File: src/rtl/gray_code_updown_decoder_if.sv
// Gray up/down decoder bus.
// Groups the sampled gray input, the sticky-error clear and every decoded
// output of the decoder.
//   master : the source/consumer side (drives sample_en, gray_in, clr_err)
//   slave  : the decoder side (drives bin_out, pos, dir, step_valid, err,
//            err_sticky)
interface gray_code_updown_decoder_if #(
  parameter int BIT   = 3,
  parameter int POS_W = 16
);
  logic             sample_en;
  logic [BIT-1:0]   gray_in;
  logic             clr_err;
  logic [BIT-1:0]   bin_out;
  logic [POS_W-1:0] pos;
  logic             dir;
  logic             step_valid;
  logic             err;
  logic             err_sticky;

  modport master (
    output sample_en, gray_in, clr_err,
    input  bin_out, pos, dir, step_valid, err, err_sticky
  );

  modport slave (
    input  sample_en, gray_in, clr_err,
    output bin_out, pos, dir, step_valid, err, err_sticky
  );
endinterface

File: src/rtl/gray_code_updown_decoder.sv
// Gray-coded up/down position decoder.
// Samples a BIT-wide gray code, converts it to binary and classifies each
// new sample as an up step, a down step, a hold or an illegal jump. A wide
// position count is accumulated from the narrow wrapping code.
// Ports:
//   clk    rising-edge clock
//   rst_n  asynchronous active-low reset
//   bus    decoder side of the bus: sample_en, gray_in, clr_err in;
//          bin_out, pos, dir, step_valid, err, err_sticky out
//
// state    | meaning
// ST_INIT  | no reference yet; the next sample only loads bin_out
// ST_TRACK | reference held in bin_out; each sample is classified against it
module gray_code_updown_decoder #(
  parameter int BIT   = 3,
  parameter int POS_W = 16
) (
  input logic                        clk,
  input logic                        rst_n,
  gray_code_updown_decoder_if.slave  bus
);

  typedef enum logic {ST_INIT, ST_TRACK} state_t;

  localparam logic [BIT-1:0] D_UP = BIT'(1);
  localparam logic [BIT-1:0] D_DN = '1;

  state_t           state_q, state_nxt;
  logic [BIT-1:0]   bin_q, bin_nxt;
  logic [POS_W-1:0] pos_q, pos_nxt;
  logic             dir_q, dir_nxt;
  logic             sv_q, sv_nxt;
  logic             err_q, err_nxt;
  logic             sticky_q, sticky_nxt;
  logic [BIT-1:0]   bin_new;
  logic [BIT-1:0]   delta;

  function automatic logic [BIT-1:0] g2b(input logic [BIT-1:0] g);
    logic [BIT-1:0] b;
    b[BIT-1] = g[BIT-1];
    for (int i = BIT - 2; i >= 0; i--) begin
      b[i] = b[i+1] ^ g[i];
    end
    return b;
  endfunction

  assign bin_new = g2b(bus.gray_in);
  // Modulo-2^BIT difference: code wrap in either direction lands on D_UP/D_DN.
  assign delta   = bin_new - bin_q;

  always_ff @(posedge clk or negedge rst_n) begin
    if (!rst_n) begin
      state_q <= ST_INIT;
    end else begin
      state_q <= state_nxt;
    end
  end

  always_comb begin
    state_nxt = state_q;
    if (bus.sample_en && state_q == ST_INIT) begin
      state_nxt = ST_TRACK;
    end
  end

  always_comb begin
    bin_nxt    = bin_q;
    pos_nxt    = pos_q;
    dir_nxt    = dir_q;
    sv_nxt     = 1'b0;
    err_nxt    = 1'b0;
    sticky_nxt = bus.clr_err ? 1'b0 : sticky_q;
    if (bus.sample_en) begin
      case (state_q)
        ST_INIT: begin
          bin_nxt = bin_new;
        end
        ST_TRACK: begin
          if (delta == D_UP) begin
            sv_nxt  = 1'b1;
            dir_nxt = 1'b1;
            pos_nxt = pos_q + POS_W'(1);
            bin_nxt = bin_new;
          end else if (delta == D_DN) begin
            sv_nxt  = 1'b1;
            dir_nxt = 1'b0;
            pos_nxt = pos_q - POS_W'(1);
            bin_nxt = bin_new;
          end else if (delta != '0) begin
            // Illegal jump: flag it and resync the reference to the new code.
            err_nxt    = 1'b1;
            sticky_nxt = 1'b1;
            bin_nxt    = bin_new;
          end
        end
        default: begin
          bin_nxt = bin_q;
        end
      endcase
    end
  end

  always_ff @(posedge clk or negedge rst_n) begin
    if (!rst_n) begin
      bin_q    <= '0;
      pos_q    <= '0;
      dir_q    <= 1'b0;
      sv_q     <= 1'b0;
      err_q    <= 1'b0;
      sticky_q <= 1'b0;
    end else begin
      bin_q    <= bin_nxt;
      pos_q    <= pos_nxt;
      dir_q    <= dir_nxt;
      sv_q     <= sv_nxt;
      err_q    <= err_nxt;
      sticky_q <= sticky_nxt;
    end
  end

  assign bus.bin_out    = bin_q;
  assign bus.pos        = pos_q;
  assign bus.dir        = dir_q;
  assign bus.step_valid = sv_q;
  assign bus.err        = err_q;
  assign bus.err_sticky = sticky_q;

endmodule

File: src/flat_wrapper.sv
// flat-port wrapper written by rule: the top's interface ports become plain ports
module gray_code_updown_decoder_flat 
#(
  parameter int BIT   = 3,
  parameter int POS_W = 16
)
  (clk, rst_n, bus_sample_en, bus_gray_in, bus_clr_err, bus_bin_out, bus_pos, bus_dir, bus_step_valid, bus_err, bus_err_sticky);
  gray_code_updown_decoder_if #(.BIT(BIT), .POS_W(POS_W)) bus_i ();
  input logic clk;
  input logic rst_n;
  input wire logic [$bits(bus_i.sample_en)-1:0] bus_sample_en;
  input wire logic [$bits(bus_i.gray_in)-1:0] bus_gray_in;
  input wire logic [$bits(bus_i.clr_err)-1:0] bus_clr_err;
  output wire logic [$bits(bus_i.bin_out)-1:0] bus_bin_out;
  output wire logic [$bits(bus_i.pos)-1:0] bus_pos;
  output wire logic [$bits(bus_i.dir)-1:0] bus_dir;
  output wire logic [$bits(bus_i.step_valid)-1:0] bus_step_valid;
  output wire logic [$bits(bus_i.err)-1:0] bus_err;
  output wire logic [$bits(bus_i.err_sticky)-1:0] bus_err_sticky;
  assign bus_i.sample_en = bus_sample_en;
  assign bus_i.gray_in = bus_gray_in;
  assign bus_i.clr_err = bus_clr_err;
  assign bus_bin_out = bus_i.bin_out;
  assign bus_pos = bus_i.pos;
  assign bus_dir = bus_i.dir;
  assign bus_step_valid = bus_i.step_valid;
  assign bus_err = bus_i.err;
  assign bus_err_sticky = bus_i.err_sticky;
  gray_code_updown_decoder #(.BIT(BIT), .POS_W(POS_W)) u_core (.clk(clk), .rst_n(rst_n), .bus(bus_i));
endmodule
File: config.mk
export PLATFORM = sky130hd
export DESIGN_NAME = gray_code_updown_decoder_flat
export DESIGN_NICKNAME = d
export VERILOG_FILES = /design/src/rtl/gray_code_updown_decoder_if.sv /design/src/rtl/gray_code_updown_decoder.sv /design/src/flat_wrapper.sv
export SDC_FILE = /design/constraint.sdc
export NUM_CORES = 1
export LEC_CHECK = 0
export BUFFER_PORTS_ARGS = -buffer_cell sky130_fd_sc_hd__clkbuf_2
export CORE_MARGIN = 5
export CORE_UTILIZATION = 30
export DETAILED_ROUTE_END_ITERATION = 7
export GPL_ROUTABILITY_DRIVEN = 1
export GPL_TIMING_DRIVEN = 0
export SYNTH_ARGS = -nofsm -noshare
export SYNTH_HDL_FRONTEND = slang
export SYNTH_SLANG_ARGS = --single-unit
File: constraint.sdc
create_clock -name clk -period 3.72 [get_ports clk]
set_input_delay 0.372 -clock clk [delete_from_list [all_inputs] [get_ports clk]]
set_output_delay 0.372 -clock clk [all_outputs]
set_load 0.02 [all_outputs]
======== Word-level counts from Yosys, hierarchy flattened ========
Index checks and enable logic that the tools add are counted.
storage, ports and cells
  bits in registers ....................... 24
  output and inout bits ................... 23
  logic and storage cells ................. 44
cells by class
  $add $sub $neg .......................... 3
  equality and inequality tests ........... 3
  muxes and demuxes ....................... 23
  bitwise gates (word level) .............. 3
  reductions and logical operators ........ 5
operators with widths
  kind                                                 number
  two-way mux 16 bit                                   2
  two-way mux 1 bit                                    17
  adder 16 x 1 -> 16 bit, second input constant        1
  subtractor 16 x 1 -> 16 bit, second input constant   1
  two-way mux 3 bit                                    3
  case mux 3 bit (2 select lines)                      1
  != test 4 bit, second input constant                 1
  equality test 3 x 1 -> 1 bit, second input constant  1
  equality test 3 bit, second input constant           1
  AND reduction 3 bit                                  1
  nonzero test 3 bit                                   1
  subtractor 3 bit                                     1
  AND reduction 2 bit                                  1
  nonzero test 2 bit                                   1
  XOR 1 bit                                            2
  logical AND 1 bit                                    1
  NOT 1 bit                                            1

======== Logic depth before layout (Yosys ltp) ========
Gate-level depths: netlist of the first run.
  depth in word-level cells ............... 9
  mapped depth ............................ 15

======== Least setup slack after synthesis of the first run ========
Ideal clock, no wire load.
  path type ............................... input to register
  start point ............................. input bus_gray_in[2]
  end point ............................... register u_core.pos_q[9], in the netlist u_core.bus.pos[9]
  library setup time ...................... 125 ps
  arrival time ............................ 3733 ps
  slack ................................... -139 ps
  stages on the path ...................... 13
  path buffers ............................ 0
  cells stage by stage .................... xor2_1 > xnor2_1 > ha_1 > inv_1 > fa_1 > or3_2 > ha_1 > a21o_1 > a31o_2 > o211ai_1 > nand2_1 > xor2_1 > mux2_4
between the ends
  word-level cells in the longest chain between the ends .. 6
  elaborated cells on any way between the ends .. 8
  those cells by class .................... add/sub (1); eq/ne (2); mux (1); bitwise (2); reduce/logical (2)
ends and longest elaborated chain
  element                                                                     line                                                            RTL
  start: declaration                                                          flat_wrapper.sv:12                                              input wire logic [$bits(bus_i.gray_in)-1:0] bus_gray_in;
  XOR 1 bit (2 in series)                                                     gray_code_updown_decoder.sv:42                                  b[i] = b[i+1] ^ g[i];
  subtractor 3 bit (*)                                                        gray_code_updown_decoder.sv:49                                  assign delta = bin_new - bin_q;
  equality test 3 bit / equality test 3 x 1 -> 1 bit (equally long branches)  gray_code_updown_decoder.sv:84, gray_code_updown_decoder.sv:79
  nonzero test 2 bit (no line)                                                --
  AND reduction 3 bit (no line)                                               --
  end signal: assignment                                                      gray_code_updown_decoder.sv:113                                 pos_q <= pos_nxt;
  end: declaration                                                            gray_code_updown_decoder.sv:30                                  logic [POS_W-1:0] pos_q, pos_nxt;
Mark *: on every way between the ends. The rest lies on a longest branch, timed or not.
A chain may end at the register's enable or synchronous reset.

======== Worst setup path in the final report of the first run ========
  start point ............................. input bus_gray_in[2]
  end point ............................... register u_core.pos_q[9], in the netlist u_core.bus.pos[9]
between the ends
  word-level cells in the longest chain between the ends .. 6
  elaborated cells on any way between the ends .. 8
  those cells by class .................... add/sub (1); eq/ne (2); mux (1); bitwise (2); reduce/logical (2)
ends and longest elaborated chain
  element                                                                     line                                                            RTL
  XOR 1 bit (*)                                                               gray_code_updown_decoder.sv:42
  named net u_core.bin_new[1]                                                 gray_code_updown_decoder.sv:35                                  logic [BIT-1:0] bin_new;
  XOR 1 bit                                                                   gray_code_updown_decoder.sv:42
  subtractor 3 bit (*)                                                        gray_code_updown_decoder.sv:49
  equality test 3 bit / equality test 3 x 1 -> 1 bit (equally long branches)  gray_code_updown_decoder.sv:84, gray_code_updown_decoder.sv:79
  nonzero test 2 bit (no line)                                                --
  AND reduction 3 bit (no line)                                               --
The timed path passes the listed nets; every way through them passes the cells marked *.

==> results of run 1 <==
-- final cells by class --
type	count	area, um2	share of cell area, %
multi-input cells	149	1090	52.5
flip-flops and latches	24	601	29.0
repair buffers	33	175	8.44
well taps	72	90.1	4.34
clock buffers	3	41.3	1.99
inverters	9	33.8	1.63
clock inverters	1	30.0	1.45
plain buffers	2	15.0	0.724
-- routing by layer --
metal | vias to the layer above | global-route usage, %
met3 | 5 | 1.57
met1 | 684 | 14.4
li1 | 725 | -
met4 | 0 | 3.02
met5 | - | 0
met2 | 25 | 17.9
-- worst max-delay path by stage --
stage / endpoint / slack (ns) / cells past startpoint
after floorplan: u_core.bus.pos[9]$_DFFE_PN0P_ / 0.04 / 14
after global placement: u_core.bus.pos[9]$_DFFE_PN0P_ / -0.44 / 15
after detailed placement: u_core.bus.pos[9]$_DFFE_PN0P_ / -0.43 / 15
after CTS: u_core.bus.pos[12]$_DFFE_PN0P_ / 0.04 / 15
after global routing: u_core.bus.pos[15]$_DFFE_PN0P_ / 0.05 / 16
final: u_core.bus.pos[9]$_DFFE_PN0P_ / 0.19 / 16
-- flip-flops by register name (all words and copies together) (netlist names) --
| signal | count |
|---|---|
| u_core.bus.bin_out | 3 |
| u_core.bus.err | 1 |
| u_core.bus.pos | 16 |
| u_core.state_q | 1 |
| u_core.bus.dir | 1 |
| u_core.bus.step_valid | 1 |
| u_core.bus.err_sticky | 1 |
-- what timing repair did --
| action | 4_1_cts | 5_1_grt |
|---|---|---|
| setup buffers | 1 | 3 |
| gates cloned | 0 | 1 |
| endpoints found under the setup margin | 7 | 8 |
| resized for setup | 2 | 11 |
| pin swaps | 1 | 2 |
-- through the flow --
| step | utilization [%] | setup slack, ns |
|---|---|---|
| after floorplan | - | 0.0363 |
| after global placement | 34.9 | -0.435 |
| after detailed placement | 34.9 | -0.428 |
| after CTS | 36.6 | 0.0405 |
| after global routing | 38.1 | 0.0543 |
| final | 38.1 | 0.195 |
-- cell usage in the layout (no fill, tap or decap), types with 6 or more instances in the layout --
| cell type | Yosys | routed |
|---|---|---|
| xor2_1 | 7 | 6 |
| inv_1 | 8 | 8 |
| nand2_1 | 26 | 26 |
| nor2_1 | 9 | 9 |
| o21ai_0 | 19 | 17 |
| a21oi_1 | 16 | 15 |
| xnor2_1 | 11 | 10 |
| buf_4 | 2 | 6 |
| clkbuf_2 | 0 | 29 |
| ha_1 | 18 | 16 |
| dfrtp_1 | 24 | 24 |
-- cells in the mapped netlist (2+ instances only) --
cell type / n / area [um2]
nand4_1: 2 / 12.5
xor2_1: 7 / 61.3
o21ai_0: 19 / 95.1
nor2_1: 9 / 33.8
inv_1: 8 / 30.0
a21o_1: 3 / 22.5
a31oi_1: 3 / 18.8
a21boi_0: 2 / 15.0
nand2_1: 26 / 97.6
dfrtp_1: 24 / 601
fa_1: 2 / 40.0
nor3_1: 2 / 10.0
xnor2_1: 11 / 96.3
nor3b_1: 2 / 15.0
a21oi_1: 16 / 80.1
ha_1: 18 / 225
nand3_1: 4 / 20.0
o211ai_1: 2 / 15.0
buf_4: 2 / 15.0
o21ai_1: 3 / 15.0
or2_2: 2 / 12.5
-- cell families after synthesis --
family	after synthesis	synth area share, %
flip-flops	24	36.2
buffers and inverters	11	2.94
AND/OR/NAND/NOR	53	14.6
multiplexers	3	2.19
adder cells (fa/ha/maj)	20	16.0
XOR/XNOR	18	9.50
AO/OA/AOI/OAI	54	18.6
-- worst register-to-register path, delay by kind of cell, from the launching register on --
family	cells	cell delay [ns]
DFF	1	0.41
buffers and inverters	2	0.21
AOI/OAI and AO/OA	3	0.58
muxes	1	0.25
xor gates and xnor gates	1	0.14
adders and majority gates	3	1.05
and+or+nand+nor	2	0.55
==> metrics.txt, run 1 <==
status complete, no violations; Die Ht 84.4 um; drt pass-1 iters 5; peak fanout along the critical path 8; WP data required 3.89 ns; mapped cell area 1660 um2; starting density of the core 30.5%; Reg2Reg Depth 12; dpl cells 284; WL met1 1.72 mm; crit path kind in2reg; DRC 0; fin crit share 94.8%; metal2 WL 1.85 mm; crit path from bus_gray_in[2]; minimum hold slack 0.0959 ns; final critical-path required period 3.53 ns; Worst path max stage delay 0.46 ns; synthesis-stage register bit count 24; sequential share of the synthesized area 36.2%; Setup Viol. Count Final 0; Cell variety after synth 37; initial antenna violation count 0; worst slew pin tran 0.612 ns; mean number of vias per cell 4.91; crit path cell chain clkbuf_2 -> xor2_4 -> xnor2_1 -> ha_1 -> inv_1 -> fa_2 -> xnor2_4 -> or3_4 -> ha_1 -> a21o_1 -> a31o_2 -> o211ai_1 -> buf_4 -> nand2_1 -> xor2_1 -> mux2_4; gr usage total 10.7%; cts hold-fix bufs 0; placed cell areas 1900 um2; WP data arrival 3.69 ns; global-route wire length before repair 6.33 mm; Root Buffer clkbuf_8; CTS tree done; non-filler cells, final 293; Vias 1439; CTS Buf Count 3; proportion of layout cells with a drive suffix above 1 25.3%; Syn. warnings 0; Clock Path Buffers 2; Setup TNS 0 ns; r2r endpoint u_core.bus.pos[9]$_DFFE_PN0P_; DRT Wirelength 3.73 mm; clk_lat worst skew 0.27 ns; top layer in use met4; slew margin rel. 59.2%; Post-synth EDFFs 0; layout filler cell count 543; largest net degree at the start of global routing 25; Ant. Diodes 0; total core area 5440 um2; HPWL after DPL 2.74 mm; FP Rows 27; GP Congestion 0.804; Top Family by Delay on Critical Path adder cells; post-route cell area 2070 um2; Max Clock Skew 0.00345 ns; H-tree levels 1; Max Cap Viol 0; nets 249; Fmax 284 MHz; Gate Count Post-Synth 183; vias in the first global route 1360; Avg Inst Size Synth 9.07 um2; post-route ant nets 0; WL per Instance 12.7 um; Initial DRC Count 92; Synthesized Nets 210; final hold vios 0; die area 7120 um2; Die Wd 84.4 um; reg2reg start u_core.bus.bin_out[0]$_DFFE_PN0P_; dominant synthesized flop cell dfrtp_1; worst min-delay path class in2async; CTS Sinks 24; RSZ-0062 raised after global routing false; Worst Setup End Kind flip-flop; Worst-path clk slew 0.09 ns; Reg2Reg Setup Slack 0.42 ns; GRT overflow 0; number of I/O pins 30; Buf+Inv Stages, Crit Path 3; CP dominant cell by count ha_1; Synth async-reset ratio 100%; fin. max-slew vios 0; PortBufs 29; met3 WL post-DR 107 um; Critical Path Source Type primary input; slowest stage cell, crit path or3_4; area delta synth->final 24.9%
Power of run 1 is left out: the tool's default activity adds up to more than one toggle a clock period on the data nets, which glitch-free logic cannot reach.
==> inputs of run 2 (changes only) <==
- CORE_MARGIN: 5 -> 2
- CTS_BUF_LIST: default -> sky130_fd_sc_hd__clkbuf_2 sky130_fd_sc_hd__clkbuf_4 sky130_fd_sc_hd__clkbuf_8
- SKIP_CTS_REPAIR_TIMING: default -> 1
==> run 2 against run 1 <==
  * Clock skew shrank 0.0026 ns
  * Die area shrank 14%
  * Flip-flop and latch count is the same
  * Maximum frequency shrank 0.86%
  * Routed wire length shrank 1.4%
  * Register-to-register slack lost 0.05 ns
  * Setup slack lost 0.030 ns
  * Non-clock buffer count grew 1
  * Critical path type unchanged
==> metrics.txt, run 2 (same netlist as run 1, synthesis figures left out) <==
global-route wire length before repair 6.20 mm (-2.2%); Setup Viol. Count Final 0 (unchanged); area delta synth->final 25.3%; Ant. Diodes 0 (unchanged); WP data arrival 3.72 ns (+0.03 ns); WP data required 3.89 ns (about the same); final hold vios 0 (unchanged); clk_lat worst skew 0.27 ns (about the same); DRT Wirelength 3.68 mm (-1.4%); Worst Setup End Kind flip-flop; PnR worst setup slack 0.164 ns (-0.0305 ns); layout filler cell count 542 (-0.18%); Critical Path Source Type primary input; fin crit share 95.6% (+0.82 points); slew margin rel. 58.3% (-0.91 points); nets 249 (unchanged); WL per Instance 12.5 um (-1.4%); H-tree levels 1 (unchanged); starting density of the core 30.5% (unchanged); GRT overflow 0 (unchanged); commonest non-fill, non-tap cell in the layout clkbuf_2; vias in the first global route 1393 (+2.4%); dpl ws -0.467 ns (-0.0383 ns); PortBufs 29 (unchanged); minimum hold slack 0.0955 ns (-0.000362 ns); footprint of the multi-input gates 1070 um2 (-1.3%); post-route ant nets 0 (unchanged); fin. max-slew vios 0 (unchanged); Fmax 281 MHz (-0.86%); Max Cap Viol 0 (unchanged); FP Rows 27 (unchanged); crit path kind in2reg; Worst-path clk slew 0.09 ns (about the same); worst slew pin tran 0.625 ns (+0.0136 ns); Die Wd 78.4 um (-7.1%); Root Buffer clkbuf_8; Initial DRC Count 64 (-30%); CTS Sinks 24 (unchanged); Die Ht 78.4 um (-7.1%); CTS Buf Count 3 (unchanged); total core area 5440 um2 (unchanged); DRC 0 (unchanged); Max Clock Skew 0.000887 ns (-0.00256 ns); Layout Utilization 38.3% (+0.12 points); most frequent cells in the layout 29 x clkbuf_2, 26 x nand2_1, 24 x dfrtp_1; gr usage total 12.6% (+1.9 points); largest net degree at the start of global routing 25 (unchanged); Setup TNS 0 ns (unchanged); Clock Path Buffers 2 (unchanged); peak fanout along the critical path 8 (unchanged); mean number of vias per cell 4.91 (about the same); GP Congestion 0.833 (+3.7%); Vias 1440 (+0.069%); CTS tree done; proportion of layout cells with a drive suffix above 1 25.3% (unchanged); storage element area 601 um2 (unchanged); die area 6150 um2 (-14%); number of I/O pins 30 (unchanged); drt pass-1 iters 4 (-1); HPWL after DPL 2.73 mm (about the same); status complete, no violations; worst min-delay path class in2async; final critical-path required period 3.56 ns (+0.0305 ns); max FFs per register 16 (unchanged); initial antenna violation count 0 (unchanged)
run 2: metrics by stage:
| step | instances | instance area, um2 |
|---|---|---|
| 2_1_floorplan | 183 | 1660 |
| 3_3_place_gp | 284 | 1900 |
| 5_1_grt | 293 | 2080 |
| 3_5_place_dp | 284 | 1900 |
| 6_report | 293 | 2080 |
| 4_1_cts | 288 | 1970 |
run 2: cell type report:
cell class | count | share of cell area (%)
multi-input cells | 148 | 51.7
flip-flops and latches | 24 | 28.9
repair buffers | 34 | 9.38
well taps | 72 | 4.33
clock buffers | 3 | 1.98
inverters | 9 | 1.62
clock inverters | 1 | 1.44
plain buffers | 2 | 0.722
run 2: final timing paths:
kind	startpoint	endpoint	slack, ns	depth (start not counted)
setup reg to reg	u_core.bus.bin_out[0]$_DFFE_PN0P_	u_core.bus.pos[9]$_DFFE_PN0P_	0.37	12
hold reg to reg	u_core.bus.pos[15]$_DFFE_PN0P_	u_core.bus.pos[15]$_DFFE_PN0P_	0.48	1
min in group clk	bus_sample_en	u_core.state_q$_DFFE_PN0P_	0.34	2
hold / removal	rst_n	u_core.bus.pos[9]$_DFFE_PN0P_	0.1	1
setup / recovery	bus_gray_in[2]	u_core.bus.pos[9]$_DFFE_PN0P_	0.16	16
max in group asynchronous	rst_n	u_core.bus.pos[4]$_DFFE_PN0P_	3.22	1
run 2: worst max-delay path: stages:
cell	delay, ns
clkbuf_2	0.15
xor2_4	0.22
xnor2_2	0.14
ha_1	0.16
inv_1	0.05
fa_2	0.38
xnor2_4	0.17
or3_4	0.46
ha_1	0.37
a21o_1	0.19
a31o_2	0.25
o211ai_1	0.18
buf_4	0.16
nand2_1	0.06
xor2_1	0.14
mux2_4	0.25
run 2: metal layers:
| metal | part of all wire (%) | track usage, % | up-vias |
|---|---|---|---|
| met4 | 1.1 | 4.56 | 0 |
| li1 | - | - | 722 |
| met5 | 0 | 0 | - |
| met3 | 3.2 | 2.18 | 4 |
| met2 | 47 | 20.0 | 20 |
| met1 | 49 | 17.3 | 694 |
Power of run 2 is left out for the same reason.
